File: src/rtl/cuppa_wvb_acq_ctrl_if.sv
// Signal bundle between the ADC/configuration side and the waveform acquisition controller.
// The master side drives configuration and samples; the slave (controller) drives the write port.
interface cuppa_wvb_acq_ctrl_if;
  logic [53:0] wvb_conf_bundle;
  logic [13:0] adc_data;
  logic        thresh_tot;
  logic        buf_full;
  logic [13:0] wvb_data;
  logic        wvb_wr_en;
  logic        wvb_trig;
  logic        wvb_eoe;
  logic [1:0]  trig_src;
  logic        armed;
  logic        ovfl;
  logic [15:0] evt_cnt;

  modport master (
    output wvb_conf_bundle, adc_data, thresh_tot, buf_full,
    input  wvb_data, wvb_wr_en, wvb_trig, wvb_eoe, trig_src, armed, ovfl, evt_cnt
  );

  modport slave (
    input  wvb_conf_bundle, adc_data, thresh_tot, buf_full,
    output wvb_data, wvb_wr_en, wvb_trig, wvb_eoe, trig_src, armed, ovfl, evt_cnt
  );
endinterface

File: src/rtl/cuppa_wvb_acq_ctrl.sv
// Single-channel waveform acquisition: pre-trigger history ring, trigger selection and
// gated write strobes with trigger/end-of-event markers toward the waveform buffer.
//
// state   | meaning
// IDLE    | not armed, counters held at zero
// FILL    | collecting pre_len samples of history after arming or after an event
// WAIT    | accepting threshold/test/constant triggers
// CAPTURE | strobing the pre_len + post_len + 1 sample event window
module cuppa_wvb_acq_ctrl (
  input  logic                       clk,
  input  logic                       rst,
  cuppa_wvb_acq_ctrl_if.slave        acq
);

  typedef enum logic [1:0] {IDLE, FILL, WAIT, CAPTURE} state_t;

  state_t      state;

  logic [14:0] cnst_conf;
  logic [14:0] test_conf;
  logic [14:0] post_conf;
  logic [5:0]  pre_conf;
  logic        arm;
  logic        trig_mode;
  logic        cnst_run;

  assign cnst_conf = acq.wvb_conf_bundle[14:0];
  assign test_conf = acq.wvb_conf_bundle[29:15];
  assign post_conf = acq.wvb_conf_bundle[44:30];
  assign pre_conf  = acq.wvb_conf_bundle[50:45];
  assign arm       = acq.wvb_conf_bundle[51];
  assign trig_mode = acq.wvb_conf_bundle[52];
  assign cnst_run  = acq.wvb_conf_bundle[53];

  logic [13:0] ring [64];
  logic [5:0]  wr_ptr;
  logic [5:0]  pre_len;
  logic [14:0] post_len;
  logic [15:0] cap_cnt;
  logic [5:0]  fill_cnt;
  logic [14:0] test_cnt;
  logic [14:0] cnst_cnt;
  logic        thresh_tot_q;

  logic [13:0] wvb_data_r;
  logic        wr_en_r;
  logic        trig_r;
  logic        eoe_r;
  logic [1:0]  trig_src_r;
  logic        armed_r;
  logic        ovfl_r;
  logic [15:0] evt_cnt_r;

  logic        thr_fire;
  logic        test_fire;
  logic        cnst_fire;
  logic        mode_fire;
  logic        any_fire;
  logic [15:0] window_m1;
  logic [5:0]  fill_load_arm;
  logic [5:0]  fill_load_evt;

  assign thr_fire  = ~trig_mode & acq.thresh_tot & ~thresh_tot_q;
  assign test_fire = trig_mode & (test_conf != 15'd0) & (test_cnt == test_conf - 15'd1);
  assign cnst_fire = cnst_run & (cnst_conf != 15'd0) & (cnst_cnt == cnst_conf - 15'd1);
  assign mode_fire = thr_fire | test_fire;
  assign any_fire  = mode_fire | cnst_fire;

  // Window length minus one; the capture down-counter terminates at zero on the eoe sample.
  assign window_m1     = {10'd0, pre_len} + {1'b0, post_conf};
  assign fill_load_arm = (pre_conf == 6'd0) ? 6'd0 : pre_conf - 6'd1;
  assign fill_load_evt = (pre_len == 6'd0) ? 6'd0 : pre_len - 6'd1;

  always_ff @(posedge clk) begin
    ring[wr_ptr] <= acq.adc_data;
  end

  always_ff @(posedge clk) begin
    if (rst) begin
      state        <= IDLE;
      wr_ptr       <= 6'd0;
      pre_len      <= 6'd0;
      post_len     <= 15'd0;
      cap_cnt      <= 16'd0;
      fill_cnt     <= 6'd0;
      test_cnt     <= 15'd0;
      cnst_cnt     <= 15'd0;
      thresh_tot_q <= 1'b0;
      wvb_data_r   <= 14'd0;
      wr_en_r      <= 1'b0;
      trig_r       <= 1'b0;
      eoe_r        <= 1'b0;
      trig_src_r   <= 2'b00;
      armed_r      <= 1'b0;
      ovfl_r       <= 1'b0;
      evt_cnt_r    <= 16'd0;
    end else begin
      wr_ptr       <= wr_ptr + 6'd1;
      thresh_tot_q <= acq.thresh_tot;
      // pre_len == 0 needs the sample being written this very cycle, which the ring cannot supply yet.
      wvb_data_r   <= (pre_len == 6'd0) ? acq.adc_data : ring[wr_ptr - pre_len];
      ovfl_r       <= 1'b0;

      if (state == IDLE) begin
        test_cnt <= 15'd0;
        cnst_cnt <= 15'd0;
      end else begin
        test_cnt <= ((test_conf == 15'd0) || (test_cnt >= test_conf - 15'd1)) ? 15'd0 : test_cnt + 15'd1;
        cnst_cnt <= ((cnst_conf == 15'd0) || (cnst_cnt >= cnst_conf - 15'd1)) ? 15'd0 : cnst_cnt + 15'd1;
      end

      case (state)
        IDLE: begin
          if (arm) begin
            state    <= FILL;
            armed_r  <= 1'b1;
            pre_len  <= pre_conf;
            fill_cnt <= fill_load_arm;
          end
        end
        FILL: begin
          if (!arm) begin
            state   <= IDLE;
            armed_r <= 1'b0;
          end else if (fill_cnt == 6'd0) begin
            state <= WAIT;
          end else begin
            fill_cnt <= fill_cnt - 6'd1;
          end
        end
        WAIT: begin
          if (!arm) begin
            state   <= IDLE;
            armed_r <= 1'b0;
          end else if (any_fire) begin
            if (acq.buf_full) begin
              ovfl_r <= 1'b1;
            end else begin
              state      <= CAPTURE;
              post_len   <= post_conf;
              cap_cnt    <= window_m1;
              wr_en_r    <= 1'b1;
              trig_r     <= (pre_len == 6'd0);
              eoe_r      <= (window_m1 == 16'd0);
              trig_src_r <= mode_fire ? {trig_mode, ~trig_mode} : 2'b11;
              evt_cnt_r  <= evt_cnt_r + 16'd1;
            end
          end
        end
        CAPTURE: begin
          if (cap_cnt == 16'd0) begin
            wr_en_r  <= 1'b0;
            trig_r   <= 1'b0;
            eoe_r    <= 1'b0;
            fill_cnt <= fill_load_evt;
            if (arm) begin
              state <= FILL;
            end else begin
              state   <= IDLE;
              armed_r <= 1'b0;
            end
          end else begin
            cap_cnt <= cap_cnt - 16'd1;
            trig_r  <= ((cap_cnt - 16'd1) == {1'b0, post_len});
            eoe_r   <= (cap_cnt == 16'd1);
          end
        end
        default: begin
          state   <= IDLE;
          armed_r <= 1'b0;
        end
      endcase
    end
  end

  assign acq.wvb_data  = wvb_data_r;
  assign acq.wvb_wr_en = wr_en_r;
  assign acq.wvb_trig  = trig_r;
  assign acq.wvb_eoe   = eoe_r;
  assign acq.trig_src  = trig_src_r;
  assign acq.armed     = armed_r;
  assign acq.ovfl      = ovfl_r;
  assign acq.evt_cnt   = evt_cnt_r;

endmodule

File: src/flat_wrapper.sv
// flat-port wrapper written by rule: the top's interface ports become plain ports
module cuppa_wvb_acq_ctrl_flat 
  (clk, rst, acq_wvb_conf_bundle, acq_adc_data, acq_thresh_tot, acq_buf_full, acq_wvb_data, acq_wvb_wr_en, acq_wvb_trig, acq_wvb_eoe, acq_trig_src, acq_armed, acq_ovfl, acq_evt_cnt);
  cuppa_wvb_acq_ctrl_if acq_i ();
  input  logic clk;
  input  logic rst;
  input wire logic [$bits(acq_i.wvb_conf_bundle)-1:0] acq_wvb_conf_bundle;
  input wire logic [$bits(acq_i.adc_data)-1:0] acq_adc_data;
  input wire logic [$bits(acq_i.thresh_tot)-1:0] acq_thresh_tot;
  input wire logic [$bits(acq_i.buf_full)-1:0] acq_buf_full;
  output wire logic [$bits(acq_i.wvb_data)-1:0] acq_wvb_data;
  output wire logic [$bits(acq_i.wvb_wr_en)-1:0] acq_wvb_wr_en;
  output wire logic [$bits(acq_i.wvb_trig)-1:0] acq_wvb_trig;
  output wire logic [$bits(acq_i.wvb_eoe)-1:0] acq_wvb_eoe;
  output wire logic [$bits(acq_i.trig_src)-1:0] acq_trig_src;
  output wire logic [$bits(acq_i.armed)-1:0] acq_armed;
  output wire logic [$bits(acq_i.ovfl)-1:0] acq_ovfl;
  output wire logic [$bits(acq_i.evt_cnt)-1:0] acq_evt_cnt;
  assign acq_i.wvb_conf_bundle = acq_wvb_conf_bundle;
  assign acq_i.adc_data = acq_adc_data;
  assign acq_i.thresh_tot = acq_thresh_tot;
  assign acq_i.buf_full = acq_buf_full;
  assign acq_wvb_data = acq_i.wvb_data;
  assign acq_wvb_wr_en = acq_i.wvb_wr_en;
  assign acq_wvb_trig = acq_i.wvb_trig;
  assign acq_wvb_eoe = acq_i.wvb_eoe;
  assign acq_trig_src = acq_i.trig_src;
  assign acq_armed = acq_i.armed;
  assign acq_ovfl = acq_i.ovfl;
  assign acq_evt_cnt = acq_i.evt_cnt;
  cuppa_wvb_acq_ctrl u_core (.clk(clk), .rst(rst), .acq(acq_i));
endmodule
File: config.mk
export PLATFORM = sky130hd
export DESIGN_NAME = cuppa_wvb_acq_ctrl_flat
export DESIGN_NICKNAME = d
export VERILOG_FILES = /design/src/rtl/cuppa_wvb_acq_ctrl_if.sv /design/src/rtl/cuppa_wvb_acq_ctrl.sv /design/src/flat_wrapper.sv
export SDC_FILE = /design/constraint.sdc
export NUM_CORES = 1
export LEC_CHECK = 0
export CORE_ASPECT_RATIO = 1.1
export CORE_UTILIZATION = 30
export DETAILED_ROUTE_END_ITERATION = 12
export PLACE_DENSITY_LB_ADDON = 0.1
export SLEW_MARGIN = 10
export SYNTH_ARGS = -nofsm -noshare
export SYNTH_HDL_FRONTEND = slang
export SYNTH_SLANG_ARGS = --single-unit
File: constraint.sdc
create_clock -name clk -period 10.15 [get_ports clk]
set_clock_uncertainty 0.15 [all_clocks]
set_input_delay 1.5225 -clock clk [delete_from_list [all_inputs] [get_ports clk]]
set_output_delay 1.5225 -clock clk [all_outputs]
set_load 0.05 [all_outputs]
==> run summary, run 1 <==
Antenna violations before repair = 1
Post-CTS resize count = 0
Core ar. = 140000 sq um
Critical path data required time = 10.64 ns
DR WL/cell = 26.3 um
Via count = 24100
Number of I/O port buffers = 108
Detailed Routing Iterations Pass 1 = 5
Final Hold Violating Endpoints = 0
Clock Sinks = 1015
GRT Overall Usage = 0.173
Setup bufs post-CTS = 0
Max Cap Viol = 0
Slew Viols, Final = 0
Syn avg cell area = 15.9 sq um
Peak VDD IR = 123 uV
Flops & latches, synth = 1015
Diode count = 0
Final min period = 5.84 ns
Crit path max-delay cell type = nor4_1
Drt first-iter violations = 1924
Vias in the first global route = 25300
PD cells = 212 nW/um^2
Routability congestion estimate = 0.811
CP Buf/Inv Count = 2
IO Pins = 109
Worst-path cell chain = clkdlybuf4s50_1, nor4_1, nand2_1, or2_2, nor4_1, xnor2_1, ha_1, nand4_1, nor4_1, o311ai_4, a21oi_4, buf_4, nand2b_4, o21ai_0, a221oi_2
GRT overflow = 0
Crit Path Max Fanout = 32
Leading area contributor after synthesis = edfxtp_1
Vias per cell = 5.10
Die width = 361 um
Leak pwr = 0.0159 uW
DP HPWL = 72100 um
Largest net degree at the start of global routing = 114
Die height = 397 um
Status = finished clean
Mapped Area = 42500 sq um
RSZ-0062 raised after global routing = no
DIE AREA = 143000 sq um
Setup TNS Final = 0 ns
Setup crit start kind = input pin
Clock transition at the registers of the reported paths = 0.06 ns
Cts hold-fix bufs = 0
Post-route DRC = 0
TritonCTS clock tree = done
Num CTS Buffers = 110
Post-synth EDFFs = 896
Worst Tran Pin Value = 1.15 ns
Relative slew slack = 0.229
Area Overhead vs Synth = 16.8%
Antenna-violating nets left = 0
First-pass GRT wire length = 179000 um
Synth unique cells = 64
Yosys synthesis warning count = 0
Total power = 10500 uW
Synth Flop Type = edfxtp_1
Row count = 144
Synth top cells by count = edfxtp_1, nand2_1, mux4_2, nor2_1, nand4_1
Clock Tree Buf Depth = 3
Hold/Removal Path Class = reg2reg
Worst Path Arrival = 6.33 ns
Period utilization = 0.575
Crit path kind = in2reg
Family with the most delay on the worst path = simple AND/OR/NAND/NOR gates
Sequential cell area fraction in the yosys report = 0.689
Final nets = 2932
Total wire length = 124000 um
Post-synth top area share = 0.633
Layout cells sized above 1 = 0.194
Most frequent cell after synthesis = edfxtp_1
Async SR Flop Fraction = 0
Post-synthesis net count = 2804
Cells after Synth = 2673
Slowest stage delay, CP = 0.69 ns
H-tree levels = 3
FMAX = 171 MHz
Latest clock arrival within the worst-skew pair = 0.72 ns
Starting Density = 0.303
Hold WS = 0.333 ns
Final setup viols = 0
Top cells by area, synth = edfxtp_1, mux4_2, dfxtp_1, nand2_1, nand4_1
CTS Root Cell = clkbuf_16
CP most frequent cell = nor4_1
CP endpoint kind = flip-flop
==> flip-flops by register name, summed over array words and instances (netlist names) <==
register / count
u_core.thresh_tot_q: 1
u_core.wr_ptr: 6
u_core.ring: 896
u_core.test_cnt: 15
u_core.state: 2
u_core.acq.armed: 1
u_core.acq.wvb_trig: 1
u_core.fill_cnt: 6
u_core.post_len: 15
u_core.acq.ovfl: 1
u_core.acq.trig_src: 2
u_core.pre_len: 6
u_core.acq.wvb_wr_en: 1
u_core.acq.wvb_eoe: 1
u_core.cnst_cnt: 15
u_core.acq.evt_cnt: 16
u_core.acq.wvb_data: 14
u_core.cap_cnt: 16
==> report_power, final <==
group	switching (uW)	internal (uW)	leakage, uW	total [uW]
registers	57.2	4600	0.00904	4650
clock network	1710	2470	0.00185	4180
logic	1140	568	0.00499	1710
==> worst paths after layout <==
path	from	to	slack, ns	cells past startpoint
max	acq_wvb_conf_bundle[18]	u_core.cap_cnt[2]	4.31	15
min	u_core.acq.evt_cnt[8]	u_core.acq.evt_cnt[8]	0.33	2
max reg2reg	u_core.wr_ptr[0]	u_core.acq.wvb_data[2]	4.93	11
min reg2reg	u_core.acq.evt_cnt[8]	u_core.acq.evt_cnt[8]	0.33	2
==> layout by cell type, fill, tap and decap left out, types with 6 or more instances in the layout <==
cell             instances
nor3b_1                  6
xnor2_1                 70
or3_1                   10
nor4_1                  19
mux4_2                 224
clkdlybuf4s50_1         93
dfxtp_1                119
inv_1                   35
a31oi_1                  7
bufinv_16               16
buf_4                   61
o22ai_1                  6
and3_1                  15
clkbuf_16              110
clkinv_1                13
nor2_1                 155
clkbuf_1                16
o21ai_0                 44
nor3_1                  30
mux2_2                  13
xor2_1                  51
nand3b_1                 6
nor2_2                  37
buf_2                   14
a21oi_1                 47
edfxtp_1               896
ha_1                    56
clkbuf_8                 6
nand2_1                314
mux2i_1                 22
nand3_1                 43
a211oi_1                20
nand4_1                167
clkinv_2                21
nor2b_1                 15
o21a_1                   6
nand2b_1                 7
==> worst register-to-register path, delay by kind of cell, from the launching register on <==
family,cells,cell delay (ns)
AOI/OAI and AO/OA,1,0.73
adders and majority gates,2,1.50
buffers and inverters,3,0.94
DFF,1,0.39
muxes,2,0.82
and+or+nand+nor,3,0.53
==> kinds of logic (layout without fill, tap and decap cells) <==
logic type,after synthesis,after routing,share of synthesized area
AO/OA/AOI/OAI,169,169,0.0256
XOR/XNOR,127,127,0.0262
adder cells (fa/ha/maj),59,59,0.0177
buffers and inverters,192,410,0.0185
flip-flops,1015,1015,0.689
multiplexers,259,259,0.127
AND/OR/NAND/NOR,852,852,0.0954
==> layer usage <==
| metal | share of wire | GRT usage | vias up |
|---|---|---|---|
| met3 | 0.043 | 0.0268 | 135 |
| li1 | - | - | 10700 |
| met1 | 0.46 | 0.235 | 12700 |
| met4 | 0.021 | 0.0486 | 0 |
| met2 | 0.48 | 0.285 | 522 |
| met5 | 0 | 0 | - |
==> per-stage QoR <==
stage / setup slack [ns] / util / std cells / cell area, sq um
floorplan: 5.15 / - / 2673 / 42500
global placement: 3.76 / 0.327 / 4514 / 45900
global route: 4.07 / 0.354 / 4716 / 49700
CTS: 4.32 / 0.354 / 4716 / 49600
finish: 4.31 / 0.354 / 4716 / 49700
detailed placement: 3.55 / 0.327 / 4514 / 45900
==> layout make-up <==
class | instances | area [sq um]
Timing Repair Buffer | 173 | 1560
Inverter | 35 | 131
Fill cell | 13300 | 90700
Tap cell | 1825 | 2280
Clock inverter | 65 | 835
Multi-Input combinational cell | 1466 | 12600
Clock buffer | 137 | 2930
Sequential cell | 1015 | 29300
Note: power is estimated with default switching activity, not from simulation.
==> run 2, diff against run 1 <==
- clock period: 10.15 -> 4.8 ns (I/O delays scaled with it)
==> run 2 against run 1 <==
Via count is 1.5% higher. Combinational power grew 120%. Highest routed layer is now met5. Cell count increased by 1.1%. Final area grew 1.1%. Largest cell class unchanged. Sequential cell count did not move. Worst setup slack worse by 3.8 ns. Total power is 110% higher. Sequential share of layout area is 0.63 points lower. Routed wire length grew 1.1%. Critical endpoint is now u_core.acq.wvb_data[2].
==> run summary, run 2 (synthesized netlist as in run 1, its figures left out) <==
Status = finished clean
Final nets = 2975 (+1.5%)
Setup crit start kind = flip-flop
Reg2reg setup slack = 0.50 ns (-4.43 ns)
Clock transition at the registers of the reported paths = 0.06 ns (about the same)
Crit Path Max Fanout = 29 (-9.4%)
Row count = 144 (unchanged)
Final setup viols = 0 (unchanged)
Vias in the first global route = 25400 (+0.29%)
Via count = 24400 (+1.5%)
CP Depth = 13 (-2)
Multi-input gate area = 12600 sq um (+0.15%)
DP HPWL = 78000 um (+8.2%)
RSZ-0062 raised after global routing = no
Fin cells = 4766 (+1.1%)
Post-CTS resize count = 0 (unchanged)
Hold/Removal Path Class = reg2reg
Slew Viols, Final = 0 (unchanged)
Peak VDD IR = 276 uV (+120%)
Family with the most delay on the worst path = buffers and inverters
Vias per cell = 5.12 (+0.39%)
Worst-path cell chain = inv_1, ha_4, inv_1, fa_4, buf_12, buf_4, mux4_2, nand2_1, nand4_1, nand4_1, mux2_2, a211oi_1, buf_4
Worst Setup SP = u_core.wr_ptr[0]
Setup bufs post-CTS = 0 (unchanged)
DR WL/cell = 26.3 um (about the same)
Area Overhead vs Synth = 18.1%
Starting Density = 0.303 (unchanged)
Clock Sinks = 1015 (unchanged)
Die width = 361 um (unchanged)
Antenna violations before repair = 8 (+7)
Drt first-iter violations = 1960 (+1.9%)
Crit path kind = reg2reg
Die height = 397 um (unchanged)
Core ar. = 140000 sq um (unchanged)
Period utilization = 0.895
First-pass GRT wire length = 181000 um (+0.82%)
Max reg flops = 896 (unchanged)
CP Buf/Inv Count = 5 (+3)
Largest net degree at the start of global routing = 64 (-44%)
Clock Tree Buf Depth = 3 (unchanged)
Placed Cells incl. Taps = 4555 (+0.91%)
Total wire length = 125000 um (+1.1%)
Most common cell after layout, fill and taps aside = edfxtp_1
Final Hold Violating Endpoints = 0 (unchanged)
CP endpoint kind = flip-flop
Critical path data required time = 5.32 ns (-5.32 ns)
Final min period = 4.30 ns
Detailed Routing Iterations Pass 1 = 5 (unchanged)
Number of fillers in the final layout = 13200 (-0.75%)
Worst R2R Start = u_core.wr_ptr[0]
Routability congestion estimate = 0.824 (+1.6%)
Layout cells sized above 1 = 0.203 (+0.00935)
IO Pins = 109 (unchanged)
Post-route DRC = 0 (unchanged)
CTS Root Cell = clkbuf_16
GRT overflow = 0 (unchanged)
R2R Path End = u_core.acq.wvb_data[2]
FMAX = 233 MHz
R2r worst-path depth = 13 (+2)
Antenna-violating nets left = 0 (unchanged)
TritonCTS clock tree = done
Worst Path Arrival = 4.82 ns (-1.51 ns)
Critical Path End = u_core.acq.wvb_data[2]
Number of I/O port buffers = 108 (unchanged)
Relative slew slack = 0.176 (-0.0538)
Max Cap Viol = 0 (unchanged)
DIE AREA = 143000 sq um (unchanged)
Crit path max-delay cell type = fa_4
Storage cell area = 29300 sq um (unchanged)
Reg with most FFs = u_core.ring
GRT Overall Usage = 0.175 (+0.00210)
Latest clock arrival within the worst-skew pair = 0.72 ns (about the same)
Most frequent cells in the layout = edfxtp_1, nand2_1, mux4_2
Leak pwr = 0.0161 uW (+1.7%)
Finished Core Util = 0.358 (+0.00382)
Cts hold-fix bufs = 0 (unchanged)
Setup TNS Final = 0 ns (unchanged)
H-tree levels = 3 (unchanged)
Worst Tran Pin Value = 1.24 ns (+0.0839 ns)
Num CTS Buffers = 112 (+1.8%)
PD cells = 447 nW/um^2 (+110%)
Slowest stage delay, CP = 0.83 ns (+0.14 ns)
==> run 2: worst min path at each step <==
| stage | from | end | cells after the start |
|---|---|---|---|
| detailed placement | u_core.acq.wvb_eoe | u_core.acq.wvb_eoe | 2 |
| floorplan | u_core.cap_cnt[15] | u_core.cap_cnt[15] | 2 |
| finish | u_core.acq.wvb_eoe | u_core.acq.wvb_eoe | 2 |
| CTS | acq_adc_data[6] | u_core.ring[52][6] | 1 |
| global route | acq_adc_data[6] | u_core.ring[52][6] | 1 |
| global placement | u_core.acq.wvb_eoe | u_core.acq.wvb_eoe | 2 |
==> run 2: worst min-delay path, delay by kind of cell (launching register included) <==
kind / cells / cell delay (ns)
compound gates: 1 / 0.05
flops: 1 / 0.32
simple gates: 1 / 0.06
==> run 2: metal layers <==
layer	global-route usage	share of wire	wire length [um]
met1	0.236	0.44	55400
met2	0.282	0.47	59200
met3	0.0334	0.059	7420
met4	0.0573	0.027	3330
met5	0	0.000080	10
==> run 2: layout make-up <==
| class | count | share of cell area |
|---|---|---|
| sequential | 1015 | 0.584 |
| clock buffer | 140 | 0.0596 |
| tap | 1825 | 0.0455 |
| clock inverter | 70 | 0.0153 |
| multi-input combinational | 1466 | 0.252 |
| timing repair buffer | 214 | 0.0415 |
| inverter | 35 | 0.00262 |
| antenna | 1 | 0.0000499 |
==> run 2: power by group <==
group / switching [uW] / leakage, uW / internal (uW)
logic: 2470 / 0.00527 / 1320
clock network: 3600 / 0.00184 / 5220
registers: 88.1 / 0.00904 / 9720
total: 6170 / 0.0161 / 16300
==> run 2: per-stage QoR <==
step	hold WS (ns)	power [uW]	area, sq um	setup WS, ns
global route	0.342	23200	50200	0.171
CTS	0.302	22700	50200	0.399
detailed placement	0.318	13900	46400	0.0496
floorplan	0.308	12000	42500	0.607
finish	0.331	22400	50200	0.505
global placement	0.314	13900	46400	0.0694
==> run 3, diff against run 2 <==
- SKIP_CTS_REPAIR_TIMING: default -> 1
- TNS_END_PERCENT: default -> 100
==> results of run 3 <==
Same layout as run 2: the final DEF is identical, and so are final timing and power.
